**src/rtl/usb_rx_cmd_decoder.sv**
```systemverilog
// ASCII command decoder driving four board LEDs from the FT2232H RX byte stream.
// Latency: single-byte commands act on the accept edge; 'S'<hex><CR|LF> applies one edge after the terminator.
// Backpressure: rx_ready drops only for the single EXEC cycle (and while in reset); no path from rx_valid.
module usb_rx_cmd_decoder #(
    parameter int TIMEOUT_CYCLES = 12_500_000
) (
    input  logic       clk,
    input  logic       reset,
    input  logic [7:0] rx_data,
    input  logic       rx_valid,
    output logic       rx_ready,
    output logic       led1,
    output logic       led2,
    output logic       led3,
    output logic       led4,
    output logic       cmd_err,
    output logic [7:0] cmd_count,
    output logic [7:0] err_count
);

    localparam int TO_W = $clog2(TIMEOUT_CYCLES + 1);
    localparam logic [TO_W-1:0] TO_LAST = TO_W'(TIMEOUT_CYCLES - 1);

    typedef enum logic [1:0] {IDLE, MASK, TERM, EXEC} state_t;

    state_t          state, state_nxt;
    logic            alive_r;
    logic [3:0]      leds_r, leds_nxt;
    logic [3:0]      mask_r, mask_nxt;
    logic [TO_W-1:0] to_cnt, to_nxt;
    logic            err_evt;
    logic            cmd_inc;
    logic            accept;
    logic            timeout;
    logic            is_term;
    logic [1:0]      led_idx;

    function automatic logic is_hex(input logic [7:0] b);
        return (b >= 8'h30 && b <= 8'h39) || (b >= 8'h41 && b <= 8'h46) ||
               (b >= 8'h61 && b <= 8'h66);
    endfunction

    function automatic logic [3:0] hex_val(input logic [7:0] b);
        return (b <= 8'h39) ? b[3:0] : b[3:0] + 4'd9;
    endfunction

    assign accept  = rx_valid && rx_ready;
    assign is_term = (rx_data == 8'h0D) || (rx_data == 8'h0A);
    assign led_idx = rx_data[1:0] - 2'd1;
    // An accept on the limit edge wins over the timeout.
    assign timeout = ((state == MASK) || (state == TERM)) && !accept && (to_cnt == TO_LAST);

    always_ff @(posedge clk or negedge reset) begin
        if (!reset) begin
            state <= IDLE;
        end else begin
            state <= state_nxt;
        end
    end

    always_comb begin
        state_nxt = state;
        case (state)
            IDLE: if (accept && (rx_data == 8'h53 || rx_data == 8'h73)) state_nxt = MASK;
            MASK: begin
                if (accept)       state_nxt = is_hex(rx_data) ? TERM : IDLE;
                else if (timeout) state_nxt = IDLE;
            end
            TERM: begin
                if (accept)       state_nxt = is_term ? EXEC : IDLE;
                else if (timeout) state_nxt = IDLE;
            end
            default: state_nxt = IDLE;
        endcase
    end

    always_comb begin
        rx_ready = alive_r && (state != EXEC);
        leds_nxt = leds_r;
        mask_nxt = mask_r;
        to_nxt   = '0;
        err_evt  = 1'b0;
        cmd_inc  = 1'b0;
        case (state)
            IDLE: begin
                if (accept) begin
                    case (rx_data)
                        8'h31, 8'h32, 8'h33, 8'h34: begin
                            leds_nxt[led_idx] = ~leds_r[led_idx];
                            cmd_inc           = 1'b1;
                        end
                        8'h43, 8'h63: begin
                            leds_nxt = 4'b0000;
                            cmd_inc  = 1'b1;
                        end
                        8'h53, 8'h73, 8'h0D, 8'h0A, 8'h20: ;
                        default: err_evt = 1'b1;
                    endcase
                end
            end
            MASK: begin
                if (accept) begin
                    if (is_hex(rx_data)) mask_nxt = hex_val(rx_data);
                    else                 err_evt  = 1'b1;
                end else if (timeout) begin
                    err_evt = 1'b1;
                end else begin
                    to_nxt = to_cnt + TO_W'(1);
                end
            end
            TERM: begin
                if (accept) begin
                    err_evt = !is_term;
                end else if (timeout) begin
                    err_evt = 1'b1;
                end else begin
                    to_nxt = to_cnt + TO_W'(1);
                end
            end
            default: begin
                leds_nxt = mask_r;
                cmd_inc  = 1'b1;
            end
        endcase
    end

    always_ff @(posedge clk or negedge reset) begin
        if (!reset) begin
            alive_r   <= 1'b0;
            leds_r    <= 4'b0000;
            mask_r    <= 4'b0000;
            to_cnt    <= '0;
            cmd_err   <= 1'b0;
            cmd_count <= 8'd0;
            err_count <= 8'd0;
        end else begin
            alive_r   <= 1'b1;
            leds_r    <= leds_nxt;
            mask_r    <= mask_nxt;
            to_cnt    <= to_nxt;
            cmd_err   <= err_evt;
            cmd_count <= cmd_count + {7'd0, cmd_inc};
            if (err_evt && (err_count != 8'hFF)) err_count <= err_count + 8'd1;
        end
    end

    assign {led4, led3, led2, led1} = leds_r;

endmodule

```
**config.mk**
```make
export PLATFORM = sky130hd
export DESIGN_NAME = usb_rx_cmd_decoder
export DESIGN_NICKNAME = d
export VERILOG_FILES = /design/src/rtl/usb_rx_cmd_decoder.sv
export SDC_FILE = /design/constraint.sdc
export NUM_CORES = 1
export LEC_CHECK = 0
export CAP_MARGIN = 20
export CORE_MARGIN = 5
export CORE_UTILIZATION = 45
export CTS_CLUSTER_DIAMETER = 60
export DETAILED_ROUTE_END_ITERATION = 12
export PLACE_DENSITY = 0.76
export SLEW_MARGIN = 25
export SYNTH_ARGS = -nofsm -noshare
export SYNTH_HDL_FRONTEND = slang
export SYNTH_SLANG_ARGS = --single-unit
```
**constraint.sdc**
```tcl
create_clock -name clk -period 3.3 [get_ports clk]
set_clock_uncertainty 0.15 [all_clocks]
set_input_delay 0.66 -clock clk [delete_from_list [all_inputs] [get_ports clk]]
set_output_delay 0.66 -clock clk [all_outputs]
set_load 0.01 [all_outputs]
```
# After elaboration in Yosys (flattened, before gate mapping)
# Index checks and enable logic that the tools add are counted.
# word_totals
output_inout_bits	22
inputBits	11
reg_bits	52
# op_classes
n_addsub	5
n_eq_ne	19
mux	29
reduce_logical	25
bitwise	2
order_cmp	8
# op_table
op	n
$mux 24	3
$eq 8x6->1 const B	5
$eq 8x7->1 const B	4
$add 24x1->24 const B	1
$eq 24x24->1 const B	1
$eq 8x4->1 const B	2
$ge 8x7->1 const B	2
$le 8x7->1 const B	2
$pmux 4 s2	2
$mux 2	6
$reduce_or 11->1	1
$logic_and 1x1->1	10
$mux 1	10
$add 8x1->8	1
$add 8x1->8 const B	1
$ge 8x6->1 const B	1
$le 8x6->1 const B	1
$mux 4	2
$ne 8x8->1 const B	1
$ne 2x2->1 const B	3
$pmux 2 s3	1
$reduce_and 3->1	2
$reduce_or 6->1	1
$logic_or 1x1->1	5
other kinds (17)	20

# Logic depth before layout (Yosys ltp)
# logic_depth
depth_word	10
depth_mapped	11
ltp_nobuf	11

# Worst setup path after synthesis
# Ideal clock, no wire load.
# synth_path
path_type	input port to flip-flop
start	in rx_data[0]
end	reg err_count[6]
required_ns	3.022
path_slack_ns	0.558
stages	9
arrival_ns	2.464
n_path_buf	0
path_cell_list	inv_1 -> ha_1 -> nor4_1 -> o31ai_1 -> a211oi_1 -> o22ai_1 -> a21boi_1 -> nor4_2 -> mux2_1
# synth_via
elab_chain_cells	8
# synth_rtl
element	line	source
start, declared	9	input logic [7:0] rx_data,
$ge 8x6->1 (tied with other cells)	39	return (b >= 8'h30 && b <= 8'h39) || (b >= 8'h41 && b <= 8'h46) ||
$logic_and 1x1->1	39	
$logic_or 1x1->1 (2 in series)	39	
$mux 1	103	if (is_hex(rx_data)) mask_nxt = hex_val(rx_data);
$mux 1	102	if (accept) begin
$pmux 1 s3 *	84	case (state)
$logic_and 1x1->1 *	143	if (err_evt && (err_count != 8'hFF)) err_count <= err_count + 8'd1;
end signal, assigned	143	
end, declared	18	output logic [7:0] err_count
# Mark *: on every way between the ends. The rest lies on a longest branch, timed or not.
# A chain may end at the register's enable or synchronous reset.

# Final worst setup path
# layout_path
start	in rx_data[1]
end	reg err_count[6]
# The elaborated chain is that of the path after synthesis.

==> results.json <==
{
  "synth_cell_types": 49,
  "drtIter0Drc": 103,
  "synth_warnings": 0,
  "power_leakage_nw": 1.53,
  "synth-seq-cells": 52,
  "cts-resized-gates": 0,
  "max_freq_mhz": 323,
  "grt_usage_pct": 15.2,
  "coreArea_sq_um": 6310,
  "cts_setup_buffers": 0,
  "wire_per_inst_um": 14.3,
  "hold_ws_ns": 0.0997,
  "vias_per_cell": 5.43,
  "endpoint_kind": "flop",
  "ys_seq_area_share_pct": 45.0,
  "hpwl_um": 4570,
  "antennaDiodeCount": 0,
  "grt_pass1_vias": 2323,
  "drive_gt1_share_pct": 12.2,
  "io_buffers": 32,
  "cp.required_ns": 3.35,
  "grt_pass1_wl_um": 10500,
  "hold_buffers": 0,
  "syn_avg_cell_area_sq_um": 9.81,
  "synthCells": 295,
  "cts_root_buf": "clkbuf_8",
  "synth.cell_area_sq_um": 2890,
  "syn2layout_area_growth_pct": 22.9,
  "fp.dieH_um": 90.2,
  "via_count": 2337,
  "synth_edf_count": 0,
  "slew_viol_final": 0,
  "cts_buffer_depth": 2,
  "tritoncts": "done",
  "hold_viol": 0,
  "placed_cell_area_sq_um": 3460,
  "final_common_cell": "dfrtp_1",
  "start_kind": "input pin",
  "cpPeakStageDelay_ns": 0.55,
  "total_power_mw": 2.17,
  "die_w_um": 90.2,
  "status": "complete, no violations",
  "dieArea_sq_um": 8130,
  "clk_latency_ns": 0.31,
  "fin_nets": 379,
  "arrival_ns": 3.15,
  "rsz0062_at_grt": "false",
  "firstDrtPassIters": 4,
  "dpl.cell_count": 422,
  "ir_drop_v": 0.000242,
  "setup_violations": 0,
  "powerDensity_nw_per_um2": 610,
  "antenna_found_initial": 0,
  "htree_num_levels": 2,
  "critPathKind": "input pin to flop",
  "instances_no_fill": 430,
  "num_rows": 29,
  "fin_crit_sh_pct": 93.9,
  "path_cells": "clkdlybuf4s50_1, inv_1, ha_1, nor4_1, o31ai_1, a211oi_1, o22ai_1, a21boi_1, nor4_2, mux2_1",
  "start_util_pct": 45.8,
  "grt_remaining_overflow": 0,
  "critPathSlowestCell": "clkdlybuf4s50_1",
  "postRouteAntennaNets": 0,
  "synth_fp_nets": 322,
  "async_reset_ff_share_pct": 100,
  "path_max_fanout": 5,
  "num_io_pins": 33,
  "ys.flop_type": "dfrtp_1",
  "clk_pin_slew_ns": 0.10,
  "post-route-util_pct": 56.3,
  "fillers": 586,
  "drc": 0,
  "drv_cap": 0,
  "min_period_ns": 3.10,
  "clkSinkCount": 52,
  "design_area_sq_um": 3560,
  "hp-class": "input pin to asynchronous set/reset pin",
  "cts_buffers": 5,
  "grt_max_degree": 38,
  "final_cell_mix": "dfrtp_1, nor2_1, clkdlybuf4s50_1",
  "gp_congestion": 0.869,
  "wl_um": 6130
}
## state kept, by name, summed over array words and instances, names as in the netlist
name       count
leds_r         4
err_count      8
state          2
to_cnt        24
cmd_count      8
cmd_err        1
mask_r         4
alive_r        1
## power by group
| part | total (mW) | internal (mW) | switching [mW] |
|---|---|---|---|
| clock network | 0.385 | 0.172 | 0.213 |
| logic | 0.881 | 0.430 | 0.450 |
| registers | 0.904 | 0.771 | 0.133 |
## area by class of cell
cell class | count | area [sq um] | share of cell area, %
tap | 77 | 96.3 | 2.71
sequential | 52 | 1300 | 36.6
clock buffer | 6 | 82.6 | 2.32
timing repair buffer | 56 | 495 | 13.9
clock inverter | 2 | 13.8 | 0.387
inverter | 8 | 30.0 | 0.844
multi-input combinational | 229 | 1540 | 43.2
## routing by layer
| layer | GRT usage, % | share of wire [%] |
|---|---|---|
| met1 | 19.7 | 48 |
| met2 | 24.9 | 48 |
| met3 | 3.42 | 3.1 |
| met4 | 5.09 | 1.7 |
| met5 | 0 | 0 |
## worst paths after layout
check,start,endpoint,slack (ns),cells past startpoint
max in group asynchronous,reset,to_cnt[2]$_DFF_PN0_,2.11,2
max reg2reg,state[0]$_DFFE_PN0P_,err_count[6]$_DFFE_PN0P_,0.54,8
min in group clk,cmd_count[7]$_DFF_PN0_,cmd_count[7]$_DFF_PN0_,0.35,1
min,reset,to_cnt[19]$_DFF_PN0_,0.1,1
min reg2reg,cmd_count[7]$_DFF_PN0_,cmd_count[7]$_DFF_PN0_,0.35,1
max,rx_data[1],err_count[6]$_DFFE_PN0P_,0.20,10
## per-stage QoR
step,setup slack (ns),TNS [ns]
floorplan,0.558,0
global placement,-0.0617,-0.196
detailed placement,-0.124,-0.581
CTS,0.208,0
global route,0.0659,0
finish,0.202,0
## logic make-up (layout without fill, tap and decap cells)
logic type / Yosys count / in the layout / share of synthesized area [%]
AO/OA/AOI/OAI: 49 / 49 / 10.5
XOR/XNOR: 32 / 32 / 9.69
adder cells (fa/ha/maj): 16 / 16 / 6.92
buffers and inverters: 14 / 72 / 1.90
flip-flops: 52 / 52 / 45.0
multiplexers: 6 / 6 / 2.68
other: 1 / 1 / 0.130
AND/OR/NAND/NOR: 125 / 125 / 23.2
## critical path: cells and delay by family
family	cells	cell delay [ns]
and+or+nand+nor	2	0.58
buffers and inverters	2	0.68
adders and majority gates	1	0.24
muxes	1	0.35
AOI/OAI and AO/OA	4	0.64
## synthesized netlist by cell type, types with 2 or more instances
library cell	number	share of area, %
dfrtp_1	52	45
nor2_1	31	4.0
nand2_1	22	2.9
a21oi_1	20	3.5
nand3_1	17	2.9
ha_1	16	6.9
xnor2_1	16	4.8
xor2_1	16	4.8
o21ai_0	11	1.9
or3_1	9	1.9
inv_1	8	1.0
and3_1	7	1.5
nand4_1	7	1.5
nor3_1	7	1.2
nor2b_1	5	1.1
clkbuf_1	4	0.52
nand2b_1	4	0.86
and4_1	3	0.91
nor4_1	3	0.65
a211o_1	2	0.61
a31oi_1	2	0.43
and2_1	2	0.43
mux2_1	2	0.78
mux2_2	2	0.78
nor4b_2	2	1.0
o31ai_1	2	0.52
Power figures use the tool's default switching activity.
